==> config.mk <==
export PLATFORM = sky130hd
export DESIGN_NAME = log_uart_dumper
export DESIGN_NICKNAME = d
export VERILOG_FILES = /design/src/rtl/log_uart_dumper.sv
export SDC_FILE = /design/constraint.sdc
export NUM_CORES = 1
export LEC_CHECK = 0
export CAP_MARGIN = 30
export CORE_ASPECT_RATIO = 0.5
export CORE_UTILIZATION = 49
export DETAILED_ROUTE_END_ITERATION = 10
export GPL_ROUTABILITY_DRIVEN = 0
export PLACE_DENSITY = 0.87
export SLEW_MARGIN = 20
export SYNTH_ARGS = -nofsm -noshare
export SYNTH_HDL_FRONTEND = slang
export SYNTH_SLANG_ARGS = --single-unit
==> constraint.sdc <==
create_clock -name clk -period 2.65 [get_ports clk]
set_clock_uncertainty 0.1 [all_clocks]
set_input_delay 0.53 -clock clk [delete_from_list [all_inputs] [get_ports clk]]
set_output_delay 0.53 -clock clk [all_outputs]
set_load 0.1 [all_outputs]
==> src/rtl/log_uart_dumper.sv <==
// log_uart_dumper: reads N consecutive log entries from the access-log BRAM
// and streams each one MSB-first as bytes over a valid/ready interface.
`default_nettype none

module log_uart_dumper #(
  parameter int ADDR_WIDTH = 10,
  parameter int DATA_WIDTH = 24
) (
  input  logic                  clk,
  input  logic                  rst,
  input  logic                  start,
  input  logic [ADDR_WIDTH-1:0] base_addr,
  input  logic [ADDR_WIDTH:0]   count,
  input  logic                  abort,
  output logic                  busy,
  output logic                  done,
  output logic                  aborted,
  output logic [ADDR_WIDTH-1:0] log_addr,
  output logic                  log_rd,
  input  logic [DATA_WIDTH-1:0] log_data,
  input  logic                  log_data_valid,
  output logic [7:0]            tx_data,
  output logic                  tx_valid,
  input  logic                  tx_ready
);

  localparam int NB    = DATA_WIDTH / 8;
  localparam int IDX_W = (NB > 1) ? $clog2(NB) : 1;

  localparam logic [IDX_W-1:0]   C_IDX_LAST = IDX_W'(NB - 1);
  localparam logic [ADDR_WIDTH:0] C_DEPTH   = {1'b1, {ADDR_WIDTH{1'b0}}};
  localparam logic [ADDR_WIDTH:0] C_ONE     = (ADDR_WIDTH + 1)'(1);

  localparam logic [2:0] S_IDLE    = 3'd0;
  localparam logic [2:0] S_RD_REQ  = 3'd1;
  localparam logic [2:0] S_RD_WAIT = 3'd2;
  localparam logic [2:0] S_SEND    = 3'd3;
  localparam logic [2:0] S_NEXT    = 3'd4;
  localparam logic [2:0] S_FINISH  = 3'd5;

  logic [2:0]            state_q,     state_d;
  logic [ADDR_WIDTH-1:0] addr_q,      addr_d;
  logic [ADDR_WIDTH:0]   rem_q,       rem_d;
  logic [DATA_WIDTH-1:0] entry_q,     entry_d;
  logic [IDX_W-1:0]      idx_q,       idx_d;
  logic                  abort_pend_q, abort_pend_d;
  logic                  by_abort_q,  by_abort_d;
  logic                  busy_q,      busy_d;
  logic                  done_q,      done_d;
  logic                  aborted_q,   aborted_d;
  logic                  log_rd_q,    log_rd_d;
  logic                  tx_valid_q,  tx_valid_d;
  logic [7:0]            tx_data_q,   tx_data_d;

  logic                  w_abort;
  logic                  w_xfer;
  logic [ADDR_WIDTH:0]   w_count_clamped;
  logic [7:0]            w_byte_sel;

  assign w_count_clamped = (count > C_DEPTH) ? C_DEPTH : count;
  assign w_abort         = abort | abort_pend_q;
  assign w_xfer          = tx_valid_q & tx_ready;

  always_comb begin
    state_d      = state_q;
    addr_d       = addr_q;
    rem_d        = rem_q;
    entry_d      = entry_q;
    idx_d        = idx_q;
    abort_pend_d = abort_pend_q | abort;
    by_abort_d   = by_abort_q;

    case (state_q)
      S_IDLE: begin
        // abort is not sampled here, even when it coincides with start
        abort_pend_d = 1'b0;
        by_abort_d   = 1'b0;
        if (start) begin
          addr_d  = base_addr;
          rem_d   = w_count_clamped;
          state_d = (w_count_clamped == '0) ? S_FINISH : S_RD_REQ;
        end
      end
      S_RD_REQ: begin
        if (w_abort) begin
          state_d    = S_FINISH;
          by_abort_d = 1'b1;
        end else begin
          state_d = S_RD_WAIT;
        end
      end
      S_RD_WAIT: begin
        if (w_abort) begin
          state_d    = S_FINISH;
          by_abort_d = 1'b1;
        end else if (log_data_valid) begin
          entry_d = log_data;
          idx_d   = C_IDX_LAST;
          state_d = S_SEND;
        end
      end
      S_SEND: begin
        // an abort only takes effect once the byte on the bus has been taken
        if (w_xfer) begin
          if (w_abort) begin
            state_d    = S_FINISH;
            by_abort_d = 1'b1;
          end else if (idx_q == '0) begin
            state_d = S_NEXT;
          end else begin
            idx_d = idx_q - IDX_W'(1);
          end
        end
      end
      S_NEXT: begin
        rem_d  = rem_q - C_ONE;
        addr_d = addr_q + ADDR_WIDTH'(1);
        if (w_abort) begin
          state_d    = S_FINISH;
          by_abort_d = 1'b1;
        end else if (rem_q == C_ONE) begin
          state_d = S_FINISH;
        end else begin
          state_d = S_RD_REQ;
        end
      end
      S_FINISH: begin
        abort_pend_d = 1'b0;
        state_d      = S_IDLE;
      end
      default: begin
        abort_pend_d = 1'b0;
        state_d      = S_IDLE;
      end
    endcase
  end

  always_comb begin
    w_byte_sel = '0;
    for (int b = 0; b < NB; b++) begin
      if (idx_d == IDX_W'(b)) begin
        w_byte_sel = entry_d[8*b +: 8];
      end
    end
  end

  // Outputs are decoded from the next state so they are plain flops.
  always_comb begin
    busy_d     = (state_d != S_IDLE);
    done_d     = (state_d == S_FINISH);
    aborted_d  = (state_d == S_FINISH) & by_abort_d;
    log_rd_d   = (state_d == S_RD_REQ);
    tx_valid_d = (state_d == S_SEND);
    tx_data_d  = (state_d == S_SEND) ? w_byte_sel : tx_data_q;
  end

  always_ff @(posedge clk or posedge rst) begin
    if (rst) begin
      state_q      <= S_IDLE;
      addr_q       <= '0;
      rem_q        <= '0;
      entry_q      <= '0;
      idx_q        <= '0;
      abort_pend_q <= 1'b0;
      by_abort_q   <= 1'b0;
      busy_q       <= 1'b0;
      done_q       <= 1'b0;
      aborted_q    <= 1'b0;
      log_rd_q     <= 1'b0;
      tx_valid_q   <= 1'b0;
      tx_data_q    <= '0;
    end else begin
      state_q      <= state_d;
      addr_q       <= addr_d;
      rem_q        <= rem_d;
      entry_q      <= entry_d;
      idx_q        <= idx_d;
      abort_pend_q <= abort_pend_d;
      by_abort_q   <= by_abort_d;
      busy_q       <= busy_d;
      done_q       <= done_d;
      aborted_q    <= aborted_d;
      log_rd_q     <= log_rd_d;
      tx_valid_q   <= tx_valid_d;
      tx_data_q    <= tx_data_d;
    end
  end

  assign busy     = busy_q;
  assign done     = done_q;
  assign aborted  = aborted_q;
  assign log_addr = addr_q;
  assign log_rd   = log_rd_q;
  assign tx_valid = tx_valid_q;
  assign tx_data  = tx_data_q;

endmodule

`default_nettype wire

==> results of run 1 <==
area by class of cell:
cell class | count | share of cell area
Multi-Input combinational cell | 216 | 0.325
Timing Repair Buffer | 100 | 0.202
Clock buffer | 11 | 0.0521
Clock inverter | 5 | 0.0126
Inverter | 24 | 0.0202
Sequential cell | 65 | 0.364
Tap cell | 88 | 0.0246
cells in the mapped netlist, drive strengths merged, types with 2 or more instances:
library cell / instances / area share
dfrtp: 65 / 0.50
nand2: 47 / 0.055
inv: 24 / 0.028
mux2i: 16 / 0.050
nor2: 15 / 0.017
o21ai: 13 / 0.020
a21oi: 9 / 0.015
nand3: 9 / 0.014
nand4: 9 / 0.017
o221ai: 9 / 0.024
clkbuf: 8 / 0.0093
mux2: 8 / 0.028
buf: 7 / 0.011
o211ai: 7 / 0.016
a221o: 6 / 0.019
and3: 5 / 0.0097
nor3b: 5 / 0.013
nor4: 5 / 0.0097
o311ai: 5 / 0.014
nor3: 4 / 0.0062
or4: 4 / 0.011
a31oi: 3 / 0.0058
ha: 3 / 0.012
nand2b: 3 / 0.0058
or3: 3 / 0.0062
a211o: 2 / 0.0058
a21o: 2 / 0.0050
a22oi: 2 / 0.0062
and2: 2 / 0.0039
nor2b: 2 / 0.0039
nor4b: 2 / 0.0054
o211a: 2 / 0.0062
metrics by stage:
step | power, uW | area (um^2) | std cells | utilization | hold slack [ns]
global placement | 4260 | 4180 | 493 | 0.673 | 0.359
CTS | 5560 | 4470 | 509 | 0.720 | 0.376
global route | 5850 | 4470 | 509 | 0.720 | 0.403
floorplan | 3590 | 3230 | 320 | - | 0.345
detailed placement | 4370 | 4180 | 493 | 0.673 | 0.363
finish | 5570 | 4470 | 509 | 0.720 | 0.385
worst min path at each step:
stage / depth (start not counted) / end / slack (ns) / startpoint
after floorplan: 2 / entry_q[0]$_DFF_PP0_ / 0.35 / entry_q[0]$_DFF_PP0_
after global placement: 2 / entry_q[3]$_DFF_PP0_ / 0.36 / entry_q[3]$_DFF_PP0_
after detailed placement: 2 / entry_q[3]$_DFF_PP0_ / 0.36 / entry_q[3]$_DFF_PP0_
after CTS: 2 / entry_q[3]$_DFF_PP0_ / 0.38 / entry_q[3]$_DFF_PP0_
after global routing: 2 / entry_q[2]$_DFF_PP0_ / 0.40 / entry_q[2]$_DFF_PP0_
final: 2 / entry_q[3]$_DFF_PP0_ / 0.39 / entry_q[3]$_DFF_PP0_
layer usage:
metal  part of all wire  routed length (um)
met1               0.43                3630
met2               0.51                4250
met3              0.045                 377
met4              0.017                 145
met5                  0                   0
what timing repair did:
item | 4_1_cts | 5_1_grt
gates resized for setup | 0 | 1
endpoints found under the hold margin | 0 | 0
buffers inserted | 0 | 0
endpoints found under the setup margin | 0 | 8
worst reg2reg max path, stage by stage, from the launching register on:
cell	delay, ns
dfrtp_1	0.42
or4_4	0.57
or4_1	0.57
o41ai_4	0.31
a21oi_2	0.13
and3_1	0.20
sequential cells by signal, indices dropped and copies added, names as in the netlist:
name,cells
log_addr,10
idx_q,2
done,1
tx_valid,1
by_abort_q,1
log_rd,1
aborted,1
entry_q,24
state_q,3
tx_data,8
abort_pend_q,1
rem_q,11
busy,1
layout by cell type, fill, tap and decap left out, drive strengths merged, types with 3 or more instances in the layout:
cell type      netlist  routed
o221ai               9       9
clkbuf               8      11
o211ai               7       7
nand2b               3       3
o21ai               13      13
clkinv               0       3
a31oi                3       3
a21oi                9       9
nor3b                5       5
mux2                 8       8
nand2               47      47
nor4                 5       5
nor3                 4       4
or3                  3       3
a221o                6       6
nor2                15      15
buf                  7      50
or4                  4       4
dfrtp               65      65
and3                 5       5
o311ai               5       5
clkdlybuf4s50        0      50
mux2i               16      16
inv                 24      24
ha                   3       3
nand3                9       9
nand4                9       9
kinds of logic (layout without fill, tap and decap cells):
family,Yosys count,count (layout),synth area share
XOR/XNOR,1,1,0.00272
AO/OA/AOI/OAI,70,70,0.170
multiplexers,24,24,0.0776
buffers and inverters,39,140,0.0481
AND/OR/NAND/NOR,118,118,0.186
adder cells (fa/ha/maj),3,3,0.0116
flip-flops,65,65,0.504
power groups by stage:
stage | clock network, uW | registers (uW) | logic [uW]
3_3_place_gp | 0 | 1690 | 2570
4_1_cts | 1170 | 1700 | 2690
5_1_grt | 1210 | 1750 | 2880
3_5_place_dp | 0 | 1710 | 2660
2_1_floorplan | 0 | 2500 | 1100
6_report | 1150 | 1710 | 2700
==> run metrics, run 1 <==
met1 Usage GRT 0.318; fin crit share 0.952; DIE WIDTH about 120 um; unrepaired setup endpoints after global routing no; Worst Path Class, Setup in2reg; slowest stage delay, CP roughly 0.43 ns; Register Area approximately 1600 um^2; Logic pwr share 0.485; Multi-input gate area about 1500 um^2; Port-buffer cells 73; synthesized area per cell roughly 10 um^2; TritonCTS Buffers 9; clock group share of total power 0.207; Synth cell types between 50 and 60; Peak VDD IR roughly 700 uV; worst path required time between 2 and 3 ns; Total Routing Usage GR 0.263; CTS Root Cell clkbuf_16; status completed; number of fill cells around 440; DR iter-0 viols between 200 and 300; number of remaining DRC errors 0; vias in the first global route ~2800; #FFs+latches synth 65; die area around 6900 um^2; reg-to-reg critical path startpoint rem_q[3]$_DFFE_PP0P_; ys async rst share 1.00; final worst path period need approximately 2.5 ns; DR vias approximately 2900; Pre-Repair DR Iteration Count 4; Wirelength per Cell between 15 and 20 um; final hold violations 0; Switch Pwr 2560 uW; slew margin rel. 0.673; pre-CTS setup slack -0.250 ns; row count 20; core area around 6200 um^2; GR Util met3 0.0706; Synth Flop Type dfrtp_1; initial core utilization 0.520; hold_buf cts 0; R2R setup slack ~0.23 ns; Area Overhead vs Synth 38.6%; worst-path cell chain clkdlybuf4s50_1, or2_2, buf_4, o31a_1, a211o_2, o221ai_1, mux2_2; Cells after Synth 320; syn nets ~370; crit end category flip-flop; Setup crit end tx_data[6]$_DFFE_PP0N_; crit-path leading delay family compound AO/OA/AOI/OAI gates; power per cell area 1250 nW/um^2; Slew @ Worst Pin 0.489 ns; nets@finish 470; max-slew violations 0; clk_lat worst skew between 0.3 and 0.4 ns; sequential share of power 0.308; WP data arrival approximately 2.7 ns; synthesized area around 3200 um^2; Critical R2R Capture log_rd$_DFF_PP0_; Top Usage Layer GRT met2; Worst Setup Slack, final ~0.13 ns; Chip Height 59.4 um; CTS sink cnt 65; Static Leak 0.00207 uW; Final Setup Violations 0; share of post-route cells with drive strength above 1 0.204; Final HPWL DP 5790 um; Levels on crit path 7; max-capacitance violation count 0; Ys Warns 0; slowest stage cell, crit path a211o_2; CP Launch Point abort; Critical Path Start Type input port; CTS tree yes; # H-tree levels 3; largest net degree at the start of global routing 66; R2R depth 5; antenna violations before repair 0; Post-synth EDFFs 0; I/O Pins between 70 and 80; Cell Int Power roughly 3000 uW; vias per cell ~5.7; crit path buf inv count 2; sequential cell area fraction in the yosys report 0.504; setup tns final 0 ns; hold crit path type reg2reg; switching share of power 0.460; CP max FO 8; Peak Freq 0.396 GHz; antenna diode instance count 0; met2 Usage GRT 0.458; first-pass GRT wire length roughly 14000 um; clock-pin slew on the worst setup and hold paths approximately 0.050 ns; Final ANT Viol Nets 0; total congestion overflow 0; Routed Wire Length 8400 um; clock buffer depth 2
No activity file was read; power rests on OpenSTA's default activity.
==> run 2, diff against run 1 <==
- CORE_MARGIN: not set -> 5
==> run 2 against run 1 <==
Utilization increased by 0.15 points. Fmax decreased by 0.37%. First-iteration DRC count decreased by 17%. Critical path depth unchanged. Highest routed layer unchanged. Global-route usage decreased by 4.0 points. Die area increased by 21%. Clock power increased by 12%.
==> run metrics, run 2 (synthesized netlist as in run 1, its figures left out) <==
DR vias slightly below 3000; Worst Path Class, Setup in2reg; status completed; WP data arrival 2.65 ns; first-pass GRT wire length 14700 um; switching share of power 0.446; power per cell area between 1000 and 1500 nW/um^2; Pre-Repair DR Iteration Count 5; number of remaining DRC errors 0; I/O Pins 74; Port-buffer cells between 70 and 80; initial core utilization 0.518; DIE WIDTH between 100 and 150 um; Routed Wire Length 8730 um; placed instance count 492; Wirelength per Cell 17.2 um; crit end category flip-flop; Critical Path Start Type input port; R2R setup slack 0.20 ns; leading cell type in the layout, fill and taps excluded dfrtp_1; Chip Height 67.4 um; Slew @ Worst Pin ~0.5 ns; share of post-route cells with drive strength above 1 0.200; number of flip-flops in the largest register 24; worst path required time between 2 and 3 ns; unrepaired setup endpoints after global routing no; total chip power between 5000 and 6000 uW; die area ~8400 um^2; max-slew violations 0; total congestion overflow 0; antenna diode instance count 0; DR iter-0 viols ~210; Cell Int Power 3160 uW; # H-tree levels 3; Peak Freq around 0.4 GHz; clock buffer depth 2; Final ANT Viol Nets 0; hold_buf cts 0; Cell Count, Final, Fillers Out slightly above 500; vias per cell roughly 5.7; most frequent cells in the layout 65 x dfrtp_1, 50 x clkdlybuf4s50_1, 47 x nand2_1, 47 x buf_4, 23 x inv_1; row count 20; clock-pin slew on the worst setup and hold paths roughly 0.050 ns; max-capacitance violation count 0; vias in the first global route 3029; CTS Root Cell clkbuf_16; Final Setup Violations 0; Peak VDD IR roughly 720 uV; Switch Pwr 2550 uW; sequential share of power 0.298; number of fill cells 428; CTS tree yes; antenna violations before repair 0; CP max FO 17; Final HPWL DP approximately 6100 um; core area ~6200 um^2; slew margin rel. 0.664; final hold violations 0; Logic pwr share 0.476; clk_lat worst skew approximately 0.33 ns; nets@finish approximately 470; Total Routing Usage GR 0.223; fin crit share 0.956; Register Area roughly 1600 um^2; CTS sink cnt 65; TritonCTS Buffers 9; final worst path period need 2.53 ns; setup tns final 0 ns; Multi-input gate area about 1500 um^2; Static Leak around 0.0021 uW; largest net degree at the start of global routing 66; clock group share of total power 0.226; Top reg by flops entry_q; Area Overhead vs Synth 39.4%; hold crit path type reg2reg
[run 2: through the flow]
step	setup slack, ns	utilization	hold WS [ns]	instance area, um^2
2_1_floorplan	0.162	-	0.345	3230
3_3_place_gp	-0.229	0.669	0.360	4170
3_5_place_dp	-0.346	0.669	0.366	4170
4_1_cts	0.00740	0.721	0.381	4490
5_1_grt	0.0183	0.722	0.416	4500
6_report	0.118	0.722	0.375	4500
[run 2: power by group through the flow]
stage	logic [uW]	registers (uW)	clock network (uW)
floorplan	1100	2500	0
global placement	2590	1680	0
detailed placement	2690	1700	0
CTS	2710	1700	1310
global route	2920	1750	1360
finish	2720	1700	1290
[run 2: path summary, 6_finish.rpt]
kind | cells past startpoint | end | start
worst max-delay path | 7 | tx_data[1]$_DFFE_PP0N_ | log_data_valid
worst min-delay path | 2 | entry_q[6]$_DFF_PP0_ | entry_q[6]$_DFF_PP0_
worst max register to register | 7 | tx_data[1]$_DFFE_PP0N_ | state_q[0]$_DFF_PP0_
worst min register to register | 2 | entry_q[6]$_DFF_PP0_ | entry_q[6]$_DFF_PP0_
max in group asynchronous | 3 | rem_q[5]$_DFFE_PP0P_ | rst
min in group asynchronous | 3 | entry_q[10]$_DFF_PP0_ | rst
[run 2: repair_timing]
| action | in CTS | in global routing |
|---|---|---|
| buffers inserted | 0 | 0 |
| setup endpoints to repair | 0 | 8 |
| gates resized for setup | 0 | 1 |
[run 2: cell type report]
class,count,share of cell area
clock buffers,14,0.0587
well taps,88,0.0245
clock inverters,2,0.0134
multi-input cells,216,0.323
flip-flops and latches,65,0.362
inverters,24,0.0200
repair buffers,99,0.199
[run 2: per-layer routing]
metal,vias up,global-route usage,share of wire,wire length [um]
li1,1363,-,-,-
met1,1414,0.253,0.41,3600
met2,115,0.393,0.51,4420
met3,18,0.0679,0.063,550
met4,0,0.116,0.018,153
met5,-,0,0,0
[run 2: critical path, cell delays in order]
cell and delay [ns]:
clkdlybuf4s50_1 0.47, nor4bb_1 0.45, and2_1 0.25, buf_12 0.19, mux2i_1 0.30, o221ai_1 0.17, mux2_2 0.28
==> run 3, diff against run 2 <==
- SETUP_SLACK_MARGIN: not set -> 0.1
==> run 3 against run 2 <==
Fmax rose by 2.5%. Utilization is 0.22 points higher. Count of clock-buffer cells in the layout stayed put. Critical path depth up 1. Combinational power about the same. Global-route usage grew 0.14 points. Via count decreased by 0.21%. Flip-flop and latch count stayed put. First-iteration DRC count is 15% higher. Worst hold slack is essentially flat. Wire length grew 0.42%. Critical path type unchanged.
==> run metrics, run 3 (synthesized netlist as in run 1, its figures left out) <==
status completed; DIE WIDTH between 100 and 150 um; Pre-Repair DR Iteration Count 4; number of remaining DRC errors 0; Critical Path Start Type input port; Area Overhead vs Synth 39.8%; R2R depth 5; hold_buf cts 0; slew margin rel. 0.666; Top reg by flops entry_q; Port-buffer cells 73; Logic pwr share 0.476; CP max FO 8; number of flip-flops in the largest register 24; # H-tree levels 3; Register Area 1630 um^2; die area 8400 um^2; most frequent cells in the layout 65 x dfrtp_1, 50 x clkdlybuf4s50_1, 47 x nand2_1, 47 x buf_4, 23 x inv_1; clock buffer depth 2; DR vias between 2000 and 3000; fin crit share 0.933; row count 20; worst path required time about 2.8 ns; pre-CTS setup slack -0.346 ns; final worst path period need 2.47 ns; Peak VDD IR 717 uV; Worst Setup Slack, final approximately 0.18 ns; leading cell type in the layout, fill and taps excluded dfrtp_1; I/O Pins 74; Switch Pwr around 2600 uW; CTS tree yes; Multi-input gate area 1470 um^2; WP data arrival 2.59 ns; unrepaired setup endpoints after global routing no; Static Leak 0.00208 uW; vias per cell 5.72; sequential share of power 0.298; largest net degree at the start of global routing 66; core area between 6000 and 7000 um^2; clock group share of total power 0.226; antenna diode instance count 0; final hold slack 0.376 ns; clk_lat worst skew around 0.33 ns; Cell Int Power between 3000 and 4000 uW; Final HPWL DP roughly 6100 um; Worst Path Class, Setup in2reg; CTS sink cnt 65; Chip Height roughly 67 um; clock-pin slew on the worst setup and hold paths roughly 0.05 ns; max-slew violations 0; Total Routing Usage GR 0.224; final hold violations 0; TritonCTS Buffers 9; switching share of power 0.447; initial core utilization 0.518; Finished Core Util 0.724; DR iter-0 viols between 200 and 250; total chip power ~5700 uW; CTS Root Cell clkbuf_16; antenna violations before repair 0; number of fill cells between 400 and 500; Final ANT Viol Nets 0; vias in the first global route approximately 3000; Final Setup Violations 0; Critical R2R Capture log_rd$_DFF_PP0_; Slew @ Worst Pin around 0.5 ns; R2R setup slack approximately 0.21 ns; setup tns final 0 ns; max-capacitance violation count 0; Routed Wire Length a little under 9000 um; reg-to-reg critical path startpoint rem_q[3]$_DFFE_PP0P_; crit end category flip-flop; hold crit path type reg2reg; share of post-route cells with drive strength above 1 0.202; CP Launch Point abort; Peak Freq 0.405 GHz; power per cell area between 1000 and 1500 nW/um^2; Wirelength per Cell 17.3 um; first-pass GRT wire length approximately 15000 um; nets@finish 469; total congestion overflow 0; Setup crit end tx_data[6]$_DFFE_PP0N_
[run 3: cell types whose count changed in the layout (fill, tap and decap cells not counted)]
| cell | change |
|---|---|
| a211o_2 | -1 |
| a211o_4 | +1 |
| nor4bb_1 | -1 |
| nor4bb_2 | +1 |
[run 3: layout make-up]
class | count | area share
clock buffer | 14 | 0.0585
clock inverter | 2 | 0.0133
inverter | 24 | 0.0200
multi-input combinational | 216 | 0.325
sequential | 65 | 0.361
tap | 88 | 0.0244
timing repair buffer | 99 | 0.198
[run 3: worst min path at each step]
stage / startpoint / end / depth (start not counted)
after global placement: entry_q[22]$_DFF_PP0_ / entry_q[22]$_DFF_PP0_ / 2
after detailed placement: entry_q[6]$_DFF_PP0_ / entry_q[6]$_DFF_PP0_ / 2
after CTS: entry_q[6]$_DFF_PP0_ / entry_q[6]$_DFF_PP0_ / 2
after floorplan: entry_q[0]$_DFF_PP0_ / entry_q[0]$_DFF_PP0_ / 2
final: entry_q[6]$_DFF_PP0_ / entry_q[6]$_DFF_PP0_ / 2
after global routing: entry_q[1]$_DFF_PP0_ / entry_q[1]$_DFF_PP0_ / 2
[run 3: power groups by stage]
stage / Sequential (uW) / Clock [uW] / Combinational [uW]
6_report: 1710 / 1290 / 2730
5_1_grt: 1750 / 1360 / 2930
4_1_cts: 1700 / 1310 / 2720
3_5_place_dp: 1700 / 0 / 2690
3_3_place_gp: 1680 / 0 / 2590
2_1_floorplan: 2500 / 0 / 1100
[run 3: worst max-delay path, stage by stage]
cell,delay [ns]
clkdlybuf4s50_1,0.42
or2_2,0.35
buf_4,0.16
o31a_1,0.35
a22oi_2,0.19
buf_4,0.17
o221ai_1,0.12
mux2_2,0.29
[run 3: per-stage QoR]
stage               cells  cell area [um^2]
detailed placement    492              4170
floorplan             320              3230
global route          508              4510
global placement      492              4170
finish                508              4510
CTS                   508              4500
[run 3: layer usage]
| metal | GRT usage | wire [um] |
|---|---|---|
| met5 | 0 | 0 |
| met3 | 0.0798 | 526 |
| met4 | 0.104 | 148 |
| met2 | 0.393 | 4450 |
| met1 | 0.254 | 3640 |
[run 3: timing repair]
item | CTS | global route
setup endpoints to repair | 8 | 8
buffers inserted | 0 | 0
gates resized for setup | 1 | 2
